==> config.mk <==
export PLATFORM = sky130hd
export DESIGN_NAME = hash_job_scheduler_flat
export DESIGN_NICKNAME = d
export VERILOG_FILES = /design/src/rtl/hash_job_scheduler_pkg.sv /design/src/rtl/hash_job_scheduler_if.sv /design/src/rtl/hash_job_scheduler_lsb_priority_enc.sv /design/src/rtl/hash_job_scheduler.sv /design/src/flat_wrapper.sv
export SDC_FILE = /design/constraint.sdc
export NUM_CORES = 1
export LEC_CHECK = 0
export CAP_MARGIN = 40
export CORE_AREA = 4 4 119 121
export CTS_CLUSTER_SIZE = 12
export DETAILED_ROUTE_END_ITERATION = 16
export DIE_AREA = 0 0 123 125
export PLACE_DENSITY = 0.75
export RECOVER_POWER = 100
export SKIP_CTS_REPAIR_TIMING = 1
export SLEW_MARGIN = 20
export SYNTH_ARGS = -nofsm -noshare
export SYNTH_HDL_FRONTEND = slang
export SYNTH_HIERARCHICAL = 1
export SYNTH_SLANG_ARGS = --single-unit
==> constraint.sdc <==
create_clock -name clk_h -period 5.06 [get_ports clk_h]
set_input_delay 1.518 -clock clk_h [delete_from_list [all_inputs] [get_ports clk_h]]
set_output_delay 1.518 -clock clk_h [all_outputs]
set_load 0.02 [all_outputs]
==> src/rtl/hash_job_scheduler_pkg.sv <==
// Shared definitions for the hash job scheduler.
//   NONCE_W       : width of one nonce / slice base
//   sched_state_e : scheduler FSM states
//   clog2()       : ceiling log2, usable in constant expressions
package hash_sched_pkg;

  localparam int unsigned NONCE_W = 32;

  typedef enum logic [1:0] {
    StIdle     = 2'd0,
    StDispatch = 2'd1,
    StRun      = 2'd2,
    StReport   = 2'd3
  } sched_state_e;

  function automatic int unsigned clog2(input int unsigned value);
    int unsigned result;
    result = 0;
    while ((64'd1 << result) < 64'(value)) begin
      result++;
    end
    return result;
  endfunction

endpackage

==> src/rtl/hash_job_scheduler_if.sv <==
// Control/result bundle between the USB3 interface, the scheduler and the core array.
//   master : scheduler side (drives core controls and results)
//   slave  : environment side (drives job controls and core indications)
// Signals:
//   start_hash, host_break       : job launch level / abort request
//   core_start, core_base        : per-core start pulse and slice base (core i at [32*i +: 32])
//   core_abort                   : stop all cores
//   core_found, core_done        : per-core find / slice-exhausted pulses
//   core_nonce                   : per-core nonce, valid with core_found
//   nonce, ticket2moon, hash_cmplt, busy : result path and status
interface hash_job_scheduler_if
  import hash_sched_pkg::*;
#(
  parameter int unsigned NUM_CORES = 4
) ();

  logic                           start_hash;
  logic                           host_break;
  logic [NUM_CORES-1:0]           core_start;
  logic [NONCE_W*NUM_CORES-1:0]   core_base;
  logic                           core_abort;
  logic [NUM_CORES-1:0]           core_found;
  logic [NUM_CORES-1:0]           core_done;
  logic [NONCE_W*NUM_CORES-1:0]   core_nonce;
  logic [NONCE_W-1:0]             nonce;
  logic                           ticket2moon;
  logic                           hash_cmplt;
  logic                           busy;

  modport master (
    input  start_hash, host_break, core_found, core_done, core_nonce,
    output core_start, core_base, core_abort, nonce, ticket2moon, hash_cmplt, busy
  );

  modport slave (
    output start_hash, host_break, core_found, core_done, core_nonce,
    input  core_start, core_base, core_abort, nonce, ticket2moon, hash_cmplt, busy
  );

endinterface

==> src/rtl/hash_job_scheduler_lsb_priority_enc.sv <==
// Lowest-index-wins priority encoder.
//   i_req   : request vector (any number of bits set)
//   o_valid : at least one request set
//   o_idx   : index of the lowest set bit (0 when none)
module lsb_priority_enc #(
  parameter int unsigned Width = 4,
  parameter int unsigned IdxW  = 2
) (
  input  logic [Width-1:0] i_req,
  output logic             o_valid,
  output logic [IdxW-1:0]  o_idx
);

  always_comb begin
    o_valid = |i_req;
    o_idx   = '0;
    // Scan downward so the lowest set bit is the last to assign.
    for (int i = int'(Width) - 1; i >= 0; i--) begin
      if (i_req[i]) o_idx = IdxW'(i);
    end
  end

endmodule

==> src/rtl/hash_job_scheduler.sv <==
// Splits one hashing job over NUM_CORES cores (disjoint nonce slices) and funnels
// their find/done pulses into a single nonce / ticket2moon / hash_cmplt result.
// Ports:
//   clk_h : system clock
//   rst_n : asynchronous active-low reset
//   bus   : hash_job_scheduler_if.master (job controls, core array, result path)
// Parameters:
//   NUM_CORES : power of two, 1..16
//   NONCE_ADJ : pipeline offset subtracted from the winning nonce
// Build option:
//   HASH_SCHED_NONCE_ADJ_EN : when defined, reported nonce = core nonce - NONCE_ADJ (mod 2^32);
//                             otherwise the core nonce is reported unmodified.
module hash_job_scheduler
  import hash_sched_pkg::*;
#(
  parameter int unsigned        NUM_CORES = 4,
  parameter logic [NONCE_W-1:0] NONCE_ADJ = 32'h88
) (
  input logic                    clk_h,
  input logic                    rst_n,
  hash_job_scheduler_if.master   bus
);

  localparam int unsigned Log2N = clog2(NUM_CORES);
  localparam int unsigned IdxW  = (Log2N == 0) ? 1 : Log2N;
  localparam int unsigned BaseW = NONCE_W * NUM_CORES;

  sched_state_e            r_state, w_state_next;
  logic                    r_start_d;
  logic [NUM_CORES-1:0]    r_core_start, w_core_start_next;
  logic [BaseW-1:0]        r_core_base, w_core_base_next;
  logic                    r_core_abort, w_core_abort_next;
  logic [NONCE_W-1:0]      r_nonce, w_nonce_next;
  logic                    r_ticket, w_ticket_next;
  logic                    r_cmplt, w_cmplt_next;
  logic                    r_busy, w_busy_next;
  logic [NUM_CORES-1:0]    r_done_mask, w_done_mask_next;
  logic                    r_found_flag, w_found_flag_next;

  logic                    w_launch;
  logic [NUM_CORES-1:0]    w_done_acc;
  logic                    w_found_valid;
  logic [IdxW-1:0]         w_win_idx;
  logic [NONCE_W-1:0]      w_win_nonce;
  logic [NONCE_W-1:0]      w_nonce_adj;
  logic [BaseW-1:0]        w_base_calc;

  assign w_launch   = bus.start_hash & ~r_start_d;
  assign w_done_acc = r_done_mask | bus.core_done;

  lsb_priority_enc #(
    .Width (NUM_CORES),
    .IdxW  (IdxW)
  ) u_win_enc (
    .i_req   (bus.core_found),
    .o_valid (w_found_valid),
    .o_idx   (w_win_idx)
  );

  assign w_win_nonce = bus.core_nonce[NONCE_W*w_win_idx +: NONCE_W];

`ifdef HASH_SCHED_NONCE_ADJ_EN
  assign w_nonce_adj = w_win_nonce - NONCE_ADJ;
`else
  assign w_nonce_adj = w_win_nonce;
`endif

  // Slice i starts at i * 2^32 / NUM_CORES; a single core owns the whole space.
  always_comb begin
    w_base_calc = '0;
    for (int unsigned i = 0; i < NUM_CORES; i++) begin
      if (NUM_CORES > 1) begin
        w_base_calc[NONCE_W*i +: NONCE_W] = NONCE_W'(i) << (NONCE_W - Log2N);
      end
    end
  end

  always_comb begin
    w_state_next      = r_state;
    w_core_start_next = '0;
    w_core_base_next  = r_core_base;
    w_core_abort_next = 1'b0;
    w_nonce_next      = r_nonce;
    w_ticket_next     = 1'b0;
    w_cmplt_next      = 1'b0;
    w_done_mask_next  = r_done_mask;
    w_found_flag_next = r_found_flag;

    if (bus.host_break) begin
      // Abort outranks launch, find and done; no result is reported.
      w_core_abort_next = (r_state == StDispatch) || (r_state == StRun);
      w_state_next      = StIdle;
    end else begin
      unique case (r_state)
        StIdle: begin
          if (w_launch) begin
            w_state_next      = StDispatch;
            w_core_start_next = '1;
            w_core_base_next  = w_base_calc;
            w_nonce_next      = '0;
            w_done_mask_next  = '0;
          end
        end
        StDispatch: begin
          w_state_next = StRun;
        end
        StRun: begin
          w_done_mask_next = w_done_acc;
          if (w_found_valid) begin
            w_nonce_next      = w_nonce_adj;
            w_core_abort_next = 1'b1;
            w_found_flag_next = 1'b1;
            w_state_next      = StReport;
          end else if (&w_done_acc) begin
            w_found_flag_next = 1'b0;
            w_state_next      = StReport;
          end
        end
        StReport: begin
          w_ticket_next = r_found_flag;
          w_cmplt_next  = ~r_found_flag;
          w_state_next  = StIdle;
        end
        default: begin
          w_state_next = StIdle;
        end
      endcase
    end

    w_busy_next = (w_state_next == StDispatch) || (w_state_next == StRun);
  end

  always_ff @(posedge clk_h or negedge rst_n) begin
    if (!rst_n) begin
      r_state      <= StIdle;
      r_start_d    <= 1'b0;
      r_core_start <= '0;
      r_core_base  <= '0;
      r_core_abort <= 1'b0;
      r_nonce      <= '0;
      r_ticket     <= 1'b0;
      r_cmplt      <= 1'b0;
      r_busy       <= 1'b0;
      r_done_mask  <= '0;
      r_found_flag <= 1'b0;
    end else begin
      r_state      <= w_state_next;
      r_start_d    <= bus.start_hash;
      r_core_start <= w_core_start_next;
      r_core_base  <= w_core_base_next;
      r_core_abort <= w_core_abort_next;
      r_nonce      <= w_nonce_next;
      r_ticket     <= w_ticket_next;
      r_cmplt      <= w_cmplt_next;
      r_busy       <= w_busy_next;
      r_done_mask  <= w_done_mask_next;
      r_found_flag <= w_found_flag_next;
    end
  end

  assign bus.core_start  = r_core_start;
  assign bus.core_base   = r_core_base;
  assign bus.core_abort  = r_core_abort;
  assign bus.nonce       = r_nonce;
  assign bus.ticket2moon = r_ticket;
  assign bus.hash_cmplt  = r_cmplt;
  assign bus.busy        = r_busy;

endmodule

==> src/flat_wrapper.sv <==
// flat-port wrapper written by rule: the top's interface ports become plain ports
module hash_job_scheduler_flat import hash_sched_pkg::*;
#(
  parameter int unsigned        NUM_CORES = 4,
  parameter logic [NONCE_W-1:0] NONCE_ADJ = 32'h88
)
  (clk_h, rst_n, bus_start_hash, bus_host_break, bus_core_found, bus_core_done, bus_core_nonce, bus_core_start, bus_core_base, bus_core_abort, bus_nonce, bus_ticket2moon, bus_hash_cmplt, bus_busy);
  hash_job_scheduler_if #(.NUM_CORES(NUM_CORES)) bus_i ();
  input logic clk_h;
  input logic rst_n;
  input wire logic [$bits(bus_i.start_hash)-1:0] bus_start_hash;
  input wire logic [$bits(bus_i.host_break)-1:0] bus_host_break;
  input wire logic [$bits(bus_i.core_found)-1:0] bus_core_found;
  input wire logic [$bits(bus_i.core_done)-1:0] bus_core_done;
  input wire logic [$bits(bus_i.core_nonce)-1:0] bus_core_nonce;
  output wire logic [$bits(bus_i.core_start)-1:0] bus_core_start;
  output wire logic [$bits(bus_i.core_base)-1:0] bus_core_base;
  output wire logic [$bits(bus_i.core_abort)-1:0] bus_core_abort;
  output wire logic [$bits(bus_i.nonce)-1:0] bus_nonce;
  output wire logic [$bits(bus_i.ticket2moon)-1:0] bus_ticket2moon;
  output wire logic [$bits(bus_i.hash_cmplt)-1:0] bus_hash_cmplt;
  output wire logic [$bits(bus_i.busy)-1:0] bus_busy;
  assign bus_i.start_hash = bus_start_hash;
  assign bus_i.host_break = bus_host_break;
  assign bus_i.core_found = bus_core_found;
  assign bus_i.core_done = bus_core_done;
  assign bus_i.core_nonce = bus_core_nonce;
  assign bus_core_start = bus_i.core_start;
  assign bus_core_base = bus_i.core_base;
  assign bus_core_abort = bus_i.core_abort;
  assign bus_nonce = bus_i.nonce;
  assign bus_ticket2moon = bus_i.ticket2moon;
  assign bus_hash_cmplt = bus_i.hash_cmplt;
  assign bus_busy = bus_i.busy;
  hash_job_scheduler #(.NUM_CORES(NUM_CORES), .NONCE_ADJ(NONCE_ADJ)) u_core (.clk_h(clk_h), .rst_n(rst_n), .bus(bus_i));
endmodule
Word level (Yosys, flattened, before mapping) --
Cells that the tools add are included. Widths: inputs -> output; s select.
Word-level totals: register bits after elaboration 49, input bits 140, logic and storage cells 61, output and inout bits 168
Cells by class: reduce and logical (&&, ||, !) cells 11, multiplexer cells 26, shift operators 1, bitwise operators 5, equal/unequal tests 7
Operator list (count):
- $shiftx 128x8->32 | 1
- $mux 32 | 2
- $pmux 32 s2 | 1
- $mux 2 | 8
- $mux 4 | 4
- $mux 1 | 9
- $reduce_and 3->1 | 3
- $pmux 2 s4 | 1
- $pmux 4 s2 | 1
- $reduce_and 4->1 | 2
- $eq 2x2->1 const B | 3
- $eq 2x1->1 const B | 2
- $or 4x4->4 | 1
- $reduce_bool 2->1 | 2
- $reduce_or 4->1 | 1
- $not 1->1 | 3
- $logic_not 2->1 | 1
- $logic_or 1x1->1 | 2
- $ne 2x1->1 const B | 1
- $ne 2x2->1 const B | 1
- $and 1x1->1 | 1

Logic depth before layout (Yosys ltp) --
depth after elaboration 8, gate-level depth with buffers 7, depth with buffers taken out 6

By module --
Netlist, hierarchy kept.
By module, submodules not included:
- hash_job_scheduler | cells each 293, area each 3513.4 um2, instances 1, seq. area each 1151.1 um2
- lsb_priority_enc | cells each 7, area each 35.0 um2, instances 1, seq. area each 0.0 um2

Least setup slack after synthesis --
OpenSTA, ideal clock, no wires.
path type input to register, start point input port bus_core_found[2], end point register u_core.r_nonce[10], in the netlist u_core/bus.nonce[10], path buffers 2, setup time 121 ps, path slack 2134 ps, required time 4939 ps, data arrival time 2805 ps, stages 6, cells stage by stage nand2b_1 > a21oi_2 > buf_6 > buf_4 > mux4_2 > a22o_1
Between the ends: word-level cells in the longest chain between the ends 6, elaborated cells on any way between the ends 9, those cells by class 1 x eq/ne; 1 x shift; 5 x mux; 2 x reduce/logical
RTL lines:
- start, declared | line flat_wrapper.sv:13 | input wire logic [$bits(bus_i.core_found)-1:0] bus_core_found;
- $mux 2 (3 in series) | line hash_job_scheduler_lsb_priority_enc.sv:19 | if (i_req[i]) o_idx = IdxW'(i);
- named net u_core.w_win_idx[0] | line hash_job_scheduler.sv:43 | logic [IdxW-1:0] w_win_idx;
- $shiftx 128x8->32 | line hash_job_scheduler.sv:60 | assign w_win_nonce = bus.core_nonce[NONCE_W*w_win_idx +: NONCE_W];
- $mux 32 | line hash_job_scheduler.sv:109 | if (w_found_valid) begin
- $pmux 32 s2 | line hash_job_scheduler.sv:94 | unique case (r_state)
- end signal, assigned | line hash_job_scheduler.sv:152 | r_nonce <= w_nonce_next;
- end, declared | line hash_job_scheduler.sv:33 | logic [NONCE_W-1:0] r_nonce, w_nonce_next;
The timed path passes the listed nets, and every way through them passes these cells. The select of a mux whose other input is x is not followed. A chain may end at the register's enable or synchronous reset.

Worst setup path after layout --
start point input port bus_core_found[1], end point register u_core.r_nonce[5], in the netlist u_core/bus.nonce[5]
Between the ends: word-level cells in the longest chain between the ends 5, elaborated cells on any way between the ends 8, those cells by class 1 x eq/ne; 1 x shift; 4 x mux; 2 x reduce/logical
RTL lines (line):
- $mux 2 (2 in series) | hash_job_scheduler_lsb_priority_enc.sv:19
- named net u_core.w_win_idx[0] | hash_job_scheduler.sv:43
- $shiftx 128x8->32 | hash_job_scheduler.sv:60
- $mux 32 | hash_job_scheduler.sv:109
- $pmux 32 s2 | hash_job_scheduler.sv:94
The timed path passes the listed nets, and every way through them passes these cells. The select of a mux whose other input is x is not followed.

==> metrics.log <==
INFO  metric timing.critical_path.fanout_max = 21
INFO  metric finalHoldViolCount = 0
INFO  metric synthDistinctLibCells = 34
INFO  metric fin_worst_hold_slack = 0.461 ns
INFO  metric power.ir.vdd_worst = 139 uV
INFO  metric critical_path.endpoint_type = flip-flop
INFO  metric largest_register_ff_count = 32
INFO  metric max_cap_violations = 0
INFO  metric first_iter_violations = 159
INFO  metric fin_util = 39.7%
INFO  metric grt_overflow = 0
INFO  metric grt_setup_unrepaired = no
INFO  metric cts.reportedPaths.clkPinSlew = 0.07 ns
INFO  metric worst_hold_path.num_cells = 1
INFO  metric run_status = finished clean
INFO  metric synth.ff_latch_count = 46
INFO  metric worst_ep_required_time = 5.22 ns
INFO  metric place.detailed.hpwl = 8480 um
INFO  metric dr.pass1.iters = 4
INFO  metric cts_tree = built
INFO  metric critical-path-max-stage-delay = 0.59 ns
INFO  metric worst-slew-pin-transition = 1.39 ns
INFO  metric drt_drc_violations_left = 0
INFO  metric placed_area = 0.00506 sq mm
INFO  metric vias = 2633
INFO  metric grt_use_total = 12.0%
INFO  metric clock-skew-final = 0.00910 ns
INFO  metric cp_cell_sequence = dlygate4sd3_1 > inv_1 > a21oi_4 > buf_12 > mux4_2 > a22o_1
INFO  metric clock_latency_of_the_later_clocked_register_in_the_worst_skew_pair = 0.28 ns
INFO  metric numPortBuffers = 183
INFO  metric worstPathArrival = 3.85 ns
INFO  metric post_layout_min_period = 3.68 ns
INFO  metric global_route_wire_length_before_repair = 14500 um
INFO  metric yosys_warnings = 6
INFO  metric worst_path_max_delay_cell = sky130_fd_sc_hd__dlygate4sd3_1
INFO  metric fp.dieW = 123 um
INFO  metric timing.fmax = 271 MHz
INFO  metric antenna_left = 0
INFO  metric area_growth = 46.4%
INFO  metric detailed_route_vias_per_instance = 4.04
INFO  metric worstRegToRegCells = 7
INFO  metric numCtsBuffers = 5
INFO  metric power.density_cell_area = 383 mW/mm^2
INFO  metric hold_path_class = reg2reg
INFO  metric totalNegativeSetupSlack = 0 ns
INFO  metric antenna_cells_inserted = 0
INFO  metric via_count_of_the_first_global_routing_pass = 2682
INFO  metric maximum_root_to_sink_buffer_count = 2
INFO  metric die_height = 125 um
INFO  metric htreeDepth = 2
INFO  metric cellLeakagePower = 2.34 nW
INFO  metric ratio_of_cells_with_drive_above_1_in_the_final_layout = 10.9%
INFO  metric slew_viol_final = 0
INFO  metric post_synth_instance_area = 0.00355 sq mm
INFO  metric synthCells = 300
INFO  metric core_area = 0.0131 sq mm
INFO  metric final.fill_count = 1251
INFO  metric postLayoutCellArea = 0.00519 sq mm
INFO  metric antenna_found_initial = 0
INFO  metric fin_crit_sh = 72.8%
INFO  metric syn_avg_cell_area = 11.8 sq um
INFO  metric ys_seq_area_share = 32.4%
INFO  metric worstSetupPathType = in2reg
INFO  metric pin_count_of_the_biggest_net_entering_global_routing = 33
INFO  metric setup_viol_count_final = 0
INFO  metric routed_wire_length_per_instance = 15.9 um
INFO  metric routed_wirelength = 10400 um
INFO  metric cts.sink_count = 46
INFO  metric num_rows = 42
INFO  metric place.gp.congestion = 0.809
INFO  metric io_pins = 308
INFO  metric initial_core_util = 27.1%
INFO  metric slew_headroom = 7.49%
INFO  metric final_nets = 617
INFO  metric critPathLaunchType = primary input
INFO  metric dieArea = 0.0154 sq mm
INFO  metric root_buffer = sky130_fd_sc_hd__clkbuf_16
==> power breakdown <==
part	switching (mW)	leakage, nW	internal (mW)
sequential	0.0892	0.615	0.523
combinational	0.531	1.65	0.470
clock	0.140	0.0842	0.234
total	0.761	2.34	1.23
==> layout make-up <==
cell class | instances | area [sq um] | share of cell area [%]
repair buffers | 188 | 1870 | 36.0
multi-input cells | 229 | 1770 | 34.0
flip-flops and latches | 46 | 1150 | 22.2
well taps | 176 | 220 | 4.24
clock buffers | 5 | 125 | 2.41
clock inverters | 3 | 43.8 | 0.843
inverters | 4 | 15.0 | 0.289
==> stage by stage <==
stage               cells  worst slack, ns  power [mW]
global route          651             1.23        2.09
detailed placement    643             1.11        1.69
floorplan             423             2.13        1.28
global placement      642             1.18        1.66
finish                651             1.38        1.99
CTS                   651             1.37        2.07
==> cells in the final DEF, fill, tap and decap left out, types with 2 or more instances in the layout <==
cell,synthesis,routed
sky130_fd_sc_hd__a21oi_1,4,4
sky130_fd_sc_hd__a22o_1,35,35
sky130_fd_sc_hd__buf_4,132,3
sky130_fd_sc_hd__clkbuf_1,1,2
sky130_fd_sc_hd__clkbuf_16,0,5
sky130_fd_sc_hd__clkdlybuf4s50_1,0,134
sky130_fd_sc_hd__conb_1,1,124
sky130_fd_sc_hd__dfrtp_1,46,46
sky130_fd_sc_hd__dlygate4sd3_1,0,48
sky130_fd_sc_hd__ha_1,3,3
sky130_fd_sc_hd__inv_1,4,4
sky130_fd_sc_hd__mux4_2,32,32
sky130_fd_sc_hd__nand2_1,6,6
sky130_fd_sc_hd__nand2b_1,2,2
sky130_fd_sc_hd__nor2_1,2,2
sky130_fd_sc_hd__nor3b_1,1,2
sky130_fd_sc_hd__o22a_1,2,2
==> synth_stat cells (all sizes together) <==
library cell	instances	area share [%]
nor4	1	0.18
o21ai	2	0.39
clkbuf	1	0.11
a22o	35	8.6
a211oi	1	0.35
nand2b	3	0.60
and3b	1	0.25
mux4	32	20
nor3	1	0.14
inv	4	0.42
a2111oi	1	0.42
and3	1	0.18
nand3b	1	0.21
conb	1	0.11
dfrtp	46	32
buf	143	30
or2	1	0.18
nor2	3	0.39
nor3b	2	0.56
nand2	6	0.63
o31ai	1	0.21
or4	1	0.21
o22a	2	0.49
ha	3	1.1
nor2b	1	0.18
a21oi	6	1.1
==> final timing paths <==
path | slack [ns] | end | from
max in group asynchronous | 1.82 | u_core/bus.nonce[6]$_DFFE_PN0P_ | rst_n
hold reg to reg | 0.46 | u_core/bus.hash_cmplt$_DFF_PN0_ | u_core/r_found_flag$_DFFE_PN0P_
setup reg to reg | 3.02 | u_core/bus.nonce[5]$_DFFE_PN0P_ | u_core/r_state[0]$_DFF_PN0_
hold / removal | 0.46 | u_core/bus.hash_cmplt$_DFF_PN0_ | u_core/r_found_flag$_DFFE_PN0P_
min in group asynchronous | 1.54 | u_core/r_done_mask[0]$_DFFE_PN0P_ | rst_n
setup / recovery | 1.38 | u_core/bus.nonce[5]$_DFFE_PN0P_ | bus_core_found[1]
==> kinds of logic (layout without fill, tap and decap cells) <==
group | count (synthesis) | count (layout) | share of synthesized area (%)
buffers and inverters | 148 | 200 | 30.8
AO/OA/AOI/OAI | 48 | 48 | 11.6
multiplexers | 32 | 32 | 20.3
adder cells (fa/ha/maj) | 3 | 3 | 1.06
other | 1 | 124 | 0.106
flip-flops | 46 | 46 | 32.4
AND/OR/NAND/NOR | 22 | 22 | 3.70
==> layer usage <==
metal / up-vias / GRT usage [%] / part of all wire [%]
li1: 1174 / - / -
met1: 1264 / 13.6 / 35
met2: 184 / 22.3 / 52
met3: 11 / 2.89 / 12
met4: 0 / 2.74 / 1.2
met5: - / 0 / 0
==> critical path, delay by kind of cell <==
kind	cells	cell delay, ns
muxes	1	0.55
AOI/OAI and AO/OA	2	0.78
buffers and inverters	3	0.97
(Power assumes the default switching activity.)
